[src/rtl/loader_pkg.sv]
// Shared types and constants for the instruction memory loader.
package loader_pkg;

    localparam int unsigned LEN_W  = 16;
    localparam int unsigned BYTE_W = 8;
    localparam int unsigned WORD_W = 32;

    localparam logic [BYTE_W-1:0] SYNC_BYTE_DEFAULT = 8'hA5;

    // Frame parser states.
    typedef enum logic [2:0] {
        ST_SYNC,
        ST_LEN_HI,
        ST_LEN_LO,
        ST_DATA,
        ST_CHECK,
        ST_DONE,
        ST_ERR
    } state_e;

endpackage

[src/rtl/word_packer.sv]
// Packs big-endian bytes into 32-bit words; emits a registered one-cycle word_valid.
module word_packer
    import loader_pkg::*;
(
    input  logic              clk,
    input  logic              rst,
    input  logic [BYTE_W-1:0] byte_i,
    input  logic              valid_i,
    input  logic              last_i,
    output logic [WORD_W-1:0] word_o,
    output logic              word_valid_o
);

    localparam int unsigned SHIFT_W = WORD_W - BYTE_W;

    logic [SHIFT_W-1:0] shift_q, shift_d;
    logic [WORD_W-1:0]  word_q, word_d;
    logic               word_valid_q, word_valid_d;

    // Shift the first three bytes; the fourth completes the word and fires the strobe.
    always_comb begin
        shift_d      = shift_q;
        word_d       = word_q;
        word_valid_d = 1'b0;
        if (valid_i) begin
            if (last_i) begin
                word_d       = {shift_q, byte_i};
                word_valid_d = 1'b1;
            end else begin
                shift_d = {shift_q[SHIFT_W-BYTE_W-1:0], byte_i};
            end
        end
    end

    // Register state; reset drops any partly assembled word.
    always_ff @(posedge clk) begin
        if (rst) begin
            shift_q      <= '0;
            word_q       <= '0;
            word_valid_q <= 1'b0;
        end else begin
            shift_q      <= shift_d;
            word_q       <= word_d;
            word_valid_q <= word_valid_d;
        end
    end

    assign word_o       = word_q;
    assign word_valid_o = word_valid_q;

endmodule

[src/rtl/imem_loader.sv]
// Framed host byte stream to instruction memory writer with XOR checksum and CPU hold.
module imem_loader
    import loader_pkg::*;
#(
    parameter int unsigned       ADDR_W    = 16,
    parameter int unsigned       DEPTH     = 32,
    parameter logic [BYTE_W-1:0] SYNC_BYTE = SYNC_BYTE_DEFAULT
) (
    input  logic              clk,
    input  logic              rst,
    input  logic [BYTE_W-1:0] in_byte,
    input  logic              in_valid,
    output logic              in_ready,
    output logic              wr_en,
    output logic [ADDR_W-1:0] wr_addr,
    output logic [WORD_W-1:0] wr_data,
    output logic              cpu_hold,
    output logic              done,
    output logic              err
);

    state_e              state_q, state_d;
    logic [LEN_W-1:0]    len_q, len_d;
    logic [BYTE_W-1:0]   csum_q, csum_d;
    logic [1:0]          byte_cnt_q, byte_cnt_d;
    logic [ADDR_W-1:0]   word_cnt_q, word_cnt_d;
    logic [ADDR_W-1:0]   wr_addr_q, wr_addr_d;
    logic                in_ready_q, in_ready_d;
    logic                cpu_hold_q, cpu_hold_d;
    logic                done_q, done_d;
    logic                err_q, err_d;
    logic                accept_c;
    logic                pack_valid_c;
    logic                pack_last_c;
    logic [LEN_W-1:0]    len_new_c;

    assign accept_c  = in_valid && in_ready_q;
    assign len_new_c = {len_q[LEN_W-1:BYTE_W], in_byte};

    // Next-state, counters, checksum and registered status outputs.
    always_comb begin
        state_d      = state_q;
        len_d        = len_q;
        csum_d       = csum_q;
        byte_cnt_d   = byte_cnt_q;
        word_cnt_d   = word_cnt_q;
        wr_addr_d    = wr_addr_q;
        pack_valid_c = 1'b0;
        pack_last_c  = 1'b0;

        unique case (state_q)
            ST_SYNC: begin
                if (accept_c && (in_byte == SYNC_BYTE)) begin
                    state_d = ST_LEN_HI;
                    csum_d  = '0;
                end
            end
            ST_LEN_HI: begin
                if (accept_c) begin
                    len_d   = {in_byte, len_q[BYTE_W-1:0]};
                    csum_d  = csum_q ^ in_byte;
                    state_d = ST_LEN_LO;
                end
            end
            ST_LEN_LO: begin
                if (accept_c) begin
                    len_d      = len_new_c;
                    csum_d     = csum_q ^ in_byte;
                    word_cnt_d = '0;
                    byte_cnt_d = '0;
                    if (len_new_c > LEN_W'(DEPTH)) begin
                        state_d = ST_ERR;
                    end else if (len_new_c == '0) begin
                        state_d = ST_CHECK;
                    end else begin
                        state_d = ST_DATA;
                    end
                end
            end
            ST_DATA: begin
                if (accept_c) begin
                    csum_d       = csum_q ^ in_byte;
                    pack_valid_c = 1'b1;
                    byte_cnt_d   = byte_cnt_q + 2'd1;
                    if (byte_cnt_q == 2'd3) begin
                        pack_last_c = 1'b1;
                        wr_addr_d   = word_cnt_q;
                        word_cnt_d  = word_cnt_q + ADDR_W'(1);
                        if (word_cnt_q == ADDR_W'(len_q - LEN_W'(1))) begin
                            state_d = ST_CHECK;
                        end
                    end
                end
            end
            ST_CHECK: begin
                if (accept_c) begin
                    state_d = (in_byte == csum_q) ? ST_DONE : ST_ERR;
                end
            end
            ST_DONE: state_d = ST_DONE;
            ST_ERR:  state_d = ST_ERR;
            default: state_d = ST_SYNC;
        endcase

        in_ready_d = (state_d != ST_DONE) && (state_d != ST_ERR);
        cpu_hold_d = (state_d != ST_DONE);
        done_d     = (state_d == ST_DONE);
        err_d      = (state_d == ST_ERR);
    end

    // State and output registers with synchronous reset.
    always_ff @(posedge clk) begin
        if (rst) begin
            state_q    <= ST_SYNC;
            len_q      <= '0;
            csum_q     <= '0;
            byte_cnt_q <= '0;
            word_cnt_q <= '0;
            wr_addr_q  <= '0;
            in_ready_q <= 1'b1;
            cpu_hold_q <= 1'b1;
            done_q     <= 1'b0;
            err_q      <= 1'b0;
        end else begin
            state_q    <= state_d;
            len_q      <= len_d;
            csum_q     <= csum_d;
            byte_cnt_q <= byte_cnt_d;
            word_cnt_q <= word_cnt_d;
            wr_addr_q  <= wr_addr_d;
            in_ready_q <= in_ready_d;
            cpu_hold_q <= cpu_hold_d;
            done_q     <= done_d;
            err_q      <= err_d;
        end
    end

    // Word assembly and the write strobe/data registers.
    word_packer u_packer (
        .clk          (clk),
        .rst          (rst),
        .byte_i       (in_byte),
        .valid_i      (pack_valid_c),
        .last_i       (pack_last_c),
        .word_o       (wr_data),
        .word_valid_o (wr_en)
    );

    assign in_ready = in_ready_q;
    assign wr_addr  = wr_addr_q;
    assign cpu_hold = cpu_hold_q;
    assign done     = done_q;
    assign err      = err_q;

endmodule

[config.mk]
export PLATFORM = sky130hd
export DESIGN_NAME = imem_loader
export DESIGN_NICKNAME = d
export VERILOG_FILES = /design/src/rtl/loader_pkg.sv /design/src/rtl/word_packer.sv /design/src/rtl/imem_loader.sv
export SDC_FILE = /design/constraint.sdc
export NUM_CORES = 1
export LEC_CHECK = 0
export BUFFER_PORTS_ARGS = -buffer_cell sky130_fd_sc_hd__clkbuf_2
export CAP_MARGIN = 20
export CORE_MARGIN = 3
export CORE_UTILIZATION = 50
export DETAILED_ROUTE_END_ITERATION = 10
export HOLD_SLACK_MARGIN = 0.02
export PLACE_DENSITY = 0.73
export SLEW_MARGIN = 20
export SYNTH_ARGS = -nofsm -noshare
export SYNTH_HDL_FRONTEND = slang
export SYNTH_SLANG_ARGS = --single-unit
[constraint.sdc]
create_clock -name clk -period 4.85 [get_ports clk]
set_input_delay 0.7275 -clock clk [delete_from_list [all_inputs] [get_ports clk]]
set_output_delay 0.7275 -clock clk [all_outputs]
set_load 0.005 [all_outputs]
[Word-level counts from Yosys, hierarchy flattened]
Cells that the tools add are included.
Cells by class
  $add $sub $neg: 3
  order comparisons: 1
  equality and inequality tests: 19
  mux-type cells: 30
  bitwise logic cells: 5
  reductions and logical operators: 17
Operators with widths (number)
  two-way mux 16 bit: 4
  case mux 16 bit (2 select lines): 2
  two-way mux 3 bit: 9
  two-way mux 8 bit: 3
  case mux 3 bit (7 select lines): 1
  adder 16 x 1 -> 16 bit (second input constant): 1
  equality test 16 bit: 1
  greater-than comparator 16 x 6 -> 1 bit (second input constant): 1
  logical NOT 16 bit: 1
  case mux 8 bit (2 select lines): 1
  subtractor 16 x 1 -> 16 bit (second input constant): 1
  equality test 3 bit (second input constant): 5
  AND reduction 3 bit: 5
  equality test 8 bit: 1
  equality test 8 bit (second input constant): 1
  inequality test 2 bit (second input constant): 4
  XOR 8 bit: 1
  equality test 3 x 2 -> 1 bit (second input constant): 2
  two-way mux 1 bit: 6
  two-way mux 2 bit: 3
  inequality test 3 bit (second input constant): 2
  inverter 1 bit: 4
  case mux 2 bit (2 select lines): 1
  AND reduction 2 bit: 2
  other kinds (10): 13
Word-level totals
  register bits: 122
  input port bits: 11
  output and inout bits: 53

[Depth between registers and ports, before layout]
  word-level depth: 8
  mapped depth: 11
  depth with buffers taken out: 9

[Hierarchy]
Synthesis repeated with hierarchy kept, for this count alone.
Second synthesis, totals
  cell total of the unflattened synthesis: 625
  area, all modules: 5589.1 µm²
By module, submodules not included
  imem_loader: times used 1, cells an instance 430, area an instance 3365.7 µm², seq. area each 1301.2 µm²
  word_packer: times used 1, cells an instance 195, area an instance 2223.4 µm², seq. area each 1141.1 µm²

[Worst setup path before layout]
Ideal clock, no wire load.
  path type: flip-flop to flip-flop
  from: register len_q[0]
  to: register done_q, in the netlist done
  data arrival time: 2.495 ns
  required time: 4.789 ns
  slack: 2.294 ns
  stages on the path, launching flop included: 12
  path buffers: 2
  cells stage by stage: dfxtp_1 -> clkbuf_1 -> inv_1 -> ha_1 -> buf_2 -> nor2b_1 -> or3_1 -> a32o_1 -> nor4_2 -> nand4_1 -> o41ai_4 -> and3_1
On the way
  longest elaborated chain between the ends: 7
Ends and longest elaborated chain
  start, declared: RTL line imem_loader.sv:23  | logic [LEN_W-1:0] len_q, len_d;
  start signal, assigned: RTL line imem_loader.sv:126  | len_q <= len_d;
  subtractor 16 x 1 -> 16 bit: RTL line imem_loader.sv:89  | if (word_cnt_q == ADDR_W'(len_q - LEN_W'(1))) begin
  equality test 16 bit: RTL line imem_loader.sv:89
  two-way mux 3 bit: RTL line imem_loader.sv:89
  two-way mux 3 bit: RTL line imem_loader.sv:85  | if (byte_cnt_q == 2'd3) begin
  two-way mux 3 bit: RTL line imem_loader.sv:81  | if (accept_c) begin
  case mux 3 bit (7 select lines): RTL line imem_loader.sv:51  | unique case (state_q)
  equality test 3 bit: RTL line imem_loader.sv:107  | done_d = (state_d == ST_DONE);
  end signal, assigned: RTL line imem_loader.sv:133  | done_q <= done_d;
  end, declared: RTL line imem_loader.sv:30  | logic done_q, done_d;
No other way between the ends.
A chain may end at the register's enable or synchronous reset.

[Worst setup path after layout]
  from: register state_q[1]
  to: register word_cnt_q[15]
On the way
  longest elaborated chain between the ends: 3
  elaborated cells on any way between the ends: 8
Ends and longest elaborated chain
  start, declared: RTL line imem_loader.sv:22  | state_e state_q, state_d;
  start signal, assigned: RTL line imem_loader.sv:125  | state_q <= state_d;
  equality test 3 x 2 -> 1 bit: RTL line imem_loader.sv:51
  inequality test 2 bit (no line) or nonzero test 2 bit (tied branches)
  AND reduction 4 bit (no line)
  end signal, assigned: RTL line imem_loader.sv:129  | word_cnt_q <= word_cnt_d;
  end, declared: RTL line imem_loader.sv:26  | logic [ADDR_W-1:0] word_cnt_q, word_cnt_d;
Parallel ways exist; a longest one is shown, timed or not.

==> results by group <==
STA
  – Setup TNS: 0 ns
  – Slew of the pin with the lowest slew margin: about 1.0 ns
  – RSZ-0062 raised after global routing: false
  – Final period util: 0.576
  – Worst Skew: 0.00716 ns
  – Final slew viol count: 0
  – Highest Clock Rate: between 300 and 400 MHz
  – Final setup fails: 0
  – Tmin final: 2.79 ns
  – Final Hold Fails: 0
  – Max_slew headroom: 0.322

Synthesis
  – Dominant cells by area after synthesis: dfxtp_1, nand2_1, a21oi_1
  – Post-synth design cell area: 5440 um^2
  – Commonest cells in the netlist: nand2_1, dfxtp_1, a21oi_1
  – Main synth FF type: dfxtp_1
  – Cell taking the most area after synthesis: dfxtp_1
  – Number of enable flip-flop cells after synthesis: 0
  – Post-Syn Nets: 722
  – Library cells used by synthesis: between 50 and 60
  – Sequential element share of the synthesized area: 0.449
  – Most common cell in the synthesized netlist: nand2_1
  – Yosys top cell area share: 0.449
  – Gate Count Post-Synth: around 710
  – Async set or reset register ratio after synthesis: 0
  – Syn_area_per_cell: 7.69 um^2
  – Synthesis Warnings: 0
  – Post-synthesis register bit count: between 100 and 150

Place
  – # port buffers: 63
  – Area after DPL: 5760 um^2
  – Routability Congestion: approximately 0.98
  – Post-DP HPWL: 8.88 mm

Clocking
  – Clock latency on the worst-skew pair: 0.52 ns
  – CTS clk-pin slew, worst paths: 0.06 ns
  – CTS buffer count: 17
  – Cts repair resizes: 0
  – CTS Sinks: 122
  – CTS root buf: clkbuf_8
  – Post-CTS Setup Bufs: 0
  – CTS tree: built
  – Max clock buf depth: 2
  – H-tree Lvls: 4
  – Hold-fix buffer count after cts: 0

Power
  – Power per cell area: 366 nW/um^2
  – Tot Pwr: 2.32 mW
  – VDD IR max: 0.213 mV
  – Static leakage: 2.29 nW

Setup path
  – CP peak stage delay: between 0.5 and 0.6 ns
  – CP Depth: 6
  – CP Capture Type: flop
  – Buf+Inv Stages, Crit Path: 0
  – Slowest CP cell: dfxtp_1
  – RR Startpoint: state_q[1]$_SDFF_PP0_
  – RR Endpoint: word_cnt_q[15]$_SDFFE_PP0P_
  – CP cell instances: or3b_1 > nor2_2 > o2111ai_1 > or2_0 > or3_1 > a21oi_1
  – Worst EP arrival: ~3.2 ns
  – WS Path Type: reg -> reg
  – Worst-path maximum fanout: 13
  – Cells on worst reg2reg path: 6
  – CP Launch Type: flop
  – R2r setup slk: 2.06 ns
  – Top Family by Delay on Critical Path: simple AND/OR/NAND/NOR gates
  – Critical path required time: around 5.3 ns

Global route
  – Largest net degree at the start of global routing: between 80 and 90
  – First-pass GRT wire length: 21.5 mm
  – Initial antenna violation count: 0
  – Vias in the first global route: ~4600
  – GRT Total Usage: 0.223
  – Total congestion overflow: 0

Run
  – Max_cap viols: 0

Min path
  – HP Start: u_packer.word_o[23]$_SDFFE_PP0P_
  – Hold Path End: u_packer.word_o[23]$_SDFFE_PP0P_
  – Hold path depth: 2
  – Worst hold path class: reg -> reg

Drt
  – Routed length per instance: 14.7 um
  – Routed via count: 4988
  – Antenna Nets Post-Route: 0
  – DR pass1 iterations: 5
  – Iteration-0 DRC Markers: 306
  – Residual DRC: 0
  – Routed WL: 13.0 mm
  – Vias per cell: 5.63

Floorplanning
  – Core Box Area: roughly 10000 um^2
  – Io pins: 64
  – Die ar.: 12200 um^2
  – FP Rows: 37
  – Die H: 110 um
  – Die Span X: 110 um
  – Initial Util: 0.520

Finish
  – Finished layout cell area: 6360 um^2
  – Multi-input logic area: 2780 um^2
  – Combined flip-flop and latch cell area: 2440 um^2
  – Filler cells: 948
  – N_diodes: 0
  – Final #Nets: between 700 and 800
  – Share of cells above drive strength 1: 0.145
  – Layout area overhead: 16.8%

Run status
  – Status: finished clean
==> worst max-delay path by stage <==
stage	start	slack, ns	endpoint
after floorplan	len_q[0]$_SDFFE_PP0P_	2.29	done$_SDFF_PP0_
after global placement	in_valid	2.26	word_cnt_q[15]$_SDFFE_PP0P_
after detailed placement	in_valid	2.14	word_cnt_q[15]$_SDFFE_PP0P_
after CTS	state_q[1]$_SDFF_PP0_	2.07	word_cnt_q[15]$_SDFFE_PP0P_
after global routing	state_q[1]$_SDFF_PP0_	1.85	word_cnt_q[15]$_SDFFE_PP0P_
final	state_q[1]$_SDFF_PP0_	2.06	word_cnt_q[15]$_SDFFE_PP0P_
==> where the power goes <==
part / internal [mW] / switching, mW / total [mW]
Combinational: 0.00990 / 0.0332 / 0.0431
Sequential: 1.00 / 0.000447 / 1.00
Clock: 0.794 / 0.485 / 1.28
Total: 1.81 / 0.519 / 2.32
==> layout by cell type (no fill, tap or decap), drive strengths merged, types with 2 or more instances in the layout <==
| cell type | count |
|---|---|
| nand2 | 189 |
| nand4 | 11 |
| and3 | 7 |
| clkbuf | 79 |
| and4 | 4 |
| nor2 | 48 |
| xor2 | 19 |
| a2111oi | 3 |
| bufinv | 3 |
| xnor2 | 14 |
| clkinvlp | 3 |
| ha | 3 |
| nand3 | 15 |
| nor4b | 3 |
| o21ai | 19 |
| buf | 4 |
| a21o | 3 |
| nand2b | 3 |
| nor4 | 8 |
| clkinv | 2 |
| o311ai | 2 |
| o31a | 2 |
| mux2i | 2 |
| or3 | 6 |
| a22oi | 6 |
| or2 | 4 |
| o2111ai | 2 |
| nand3b | 2 |
| nor2b | 14 |
| a21oi | 100 |
| and2 | 3 |
| dfxtp | 122 |
| inv | 12 |
| nor3 | 13 |
| o211ai | 3 |
==> cells by family (layout without fill, tap and decap cells) <==
logic type | count (synthesis) | in the layout | synth area share
and+or+nand+nor | 335 | 335 | 0.281
AOI/OAI and AO/OA | 152 | 152 | 0.164
buffers and inverters | 61 | 103 | 0.0427
adders and majority gates | 3 | 3 | 0.00690
xor gates and xnor gates | 33 | 33 | 0.0531
muxes | 2 | 2 | 0.00368
DFF | 122 | 122 | 0.449
==> final cells by class <==
cell class              instances  area share
clock buffers                  17      0.0651
inverters                       6     0.00354
flip-flops and latches        122       0.384
multi-input cells             525       0.437
clock inverters                14      0.0295
well taps                     136      0.0268
repair buffers                 66      0.0535
==> worst reg2reg max path: stages, from the launching register on <==
cell       delay (ns)
dfxtp_1          0.55
or3b_1           0.53
nor2_2           0.46
o2111ai_1        0.31
or2_0            0.31
or3_1            0.38
a21oi_1          0.18
==> metal layers <==
layer	share of wire	routed length [um]	vias to the layer above	GRT usage
li1	-	-	2464	-
met1	0.45	5820	2349	0.284
met3	0.059	768	27	0.0513
met2	0.48	6180	148	0.372
met5	0	0	-	0
met4	0.016	209	0	0.0765
==> through the flow <==
step / util / hold slack (ns) / instances / setup slack, ns
4_1_cts: 0.608 / 0.456 / 886 / 2.07
6_report: 0.608 / 0.454 / 886 / 2.06
2_1_floorplan: - / 0.432 / 708 / 2.29
5_1_grt: 0.608 / 0.473 / 886 / 1.85
3_5_place_dp: 0.550 / 0.447 / 855 / 2.14
3_3_place_gp: 0.550 / 0.442 / 855 / 2.26
==> flip-flops by register name, summed over array words and instances, names as in the netlist, 2 cells and up <==
register / flops
wr_addr: 16
word_cnt_q: 16
u_packer.shift_q: 24
csum_q: 8
len_q: 16
byte_cnt_q: 2
u_packer.word_o: 32
state_q: 3
Power figures use the tool's default switching activity.
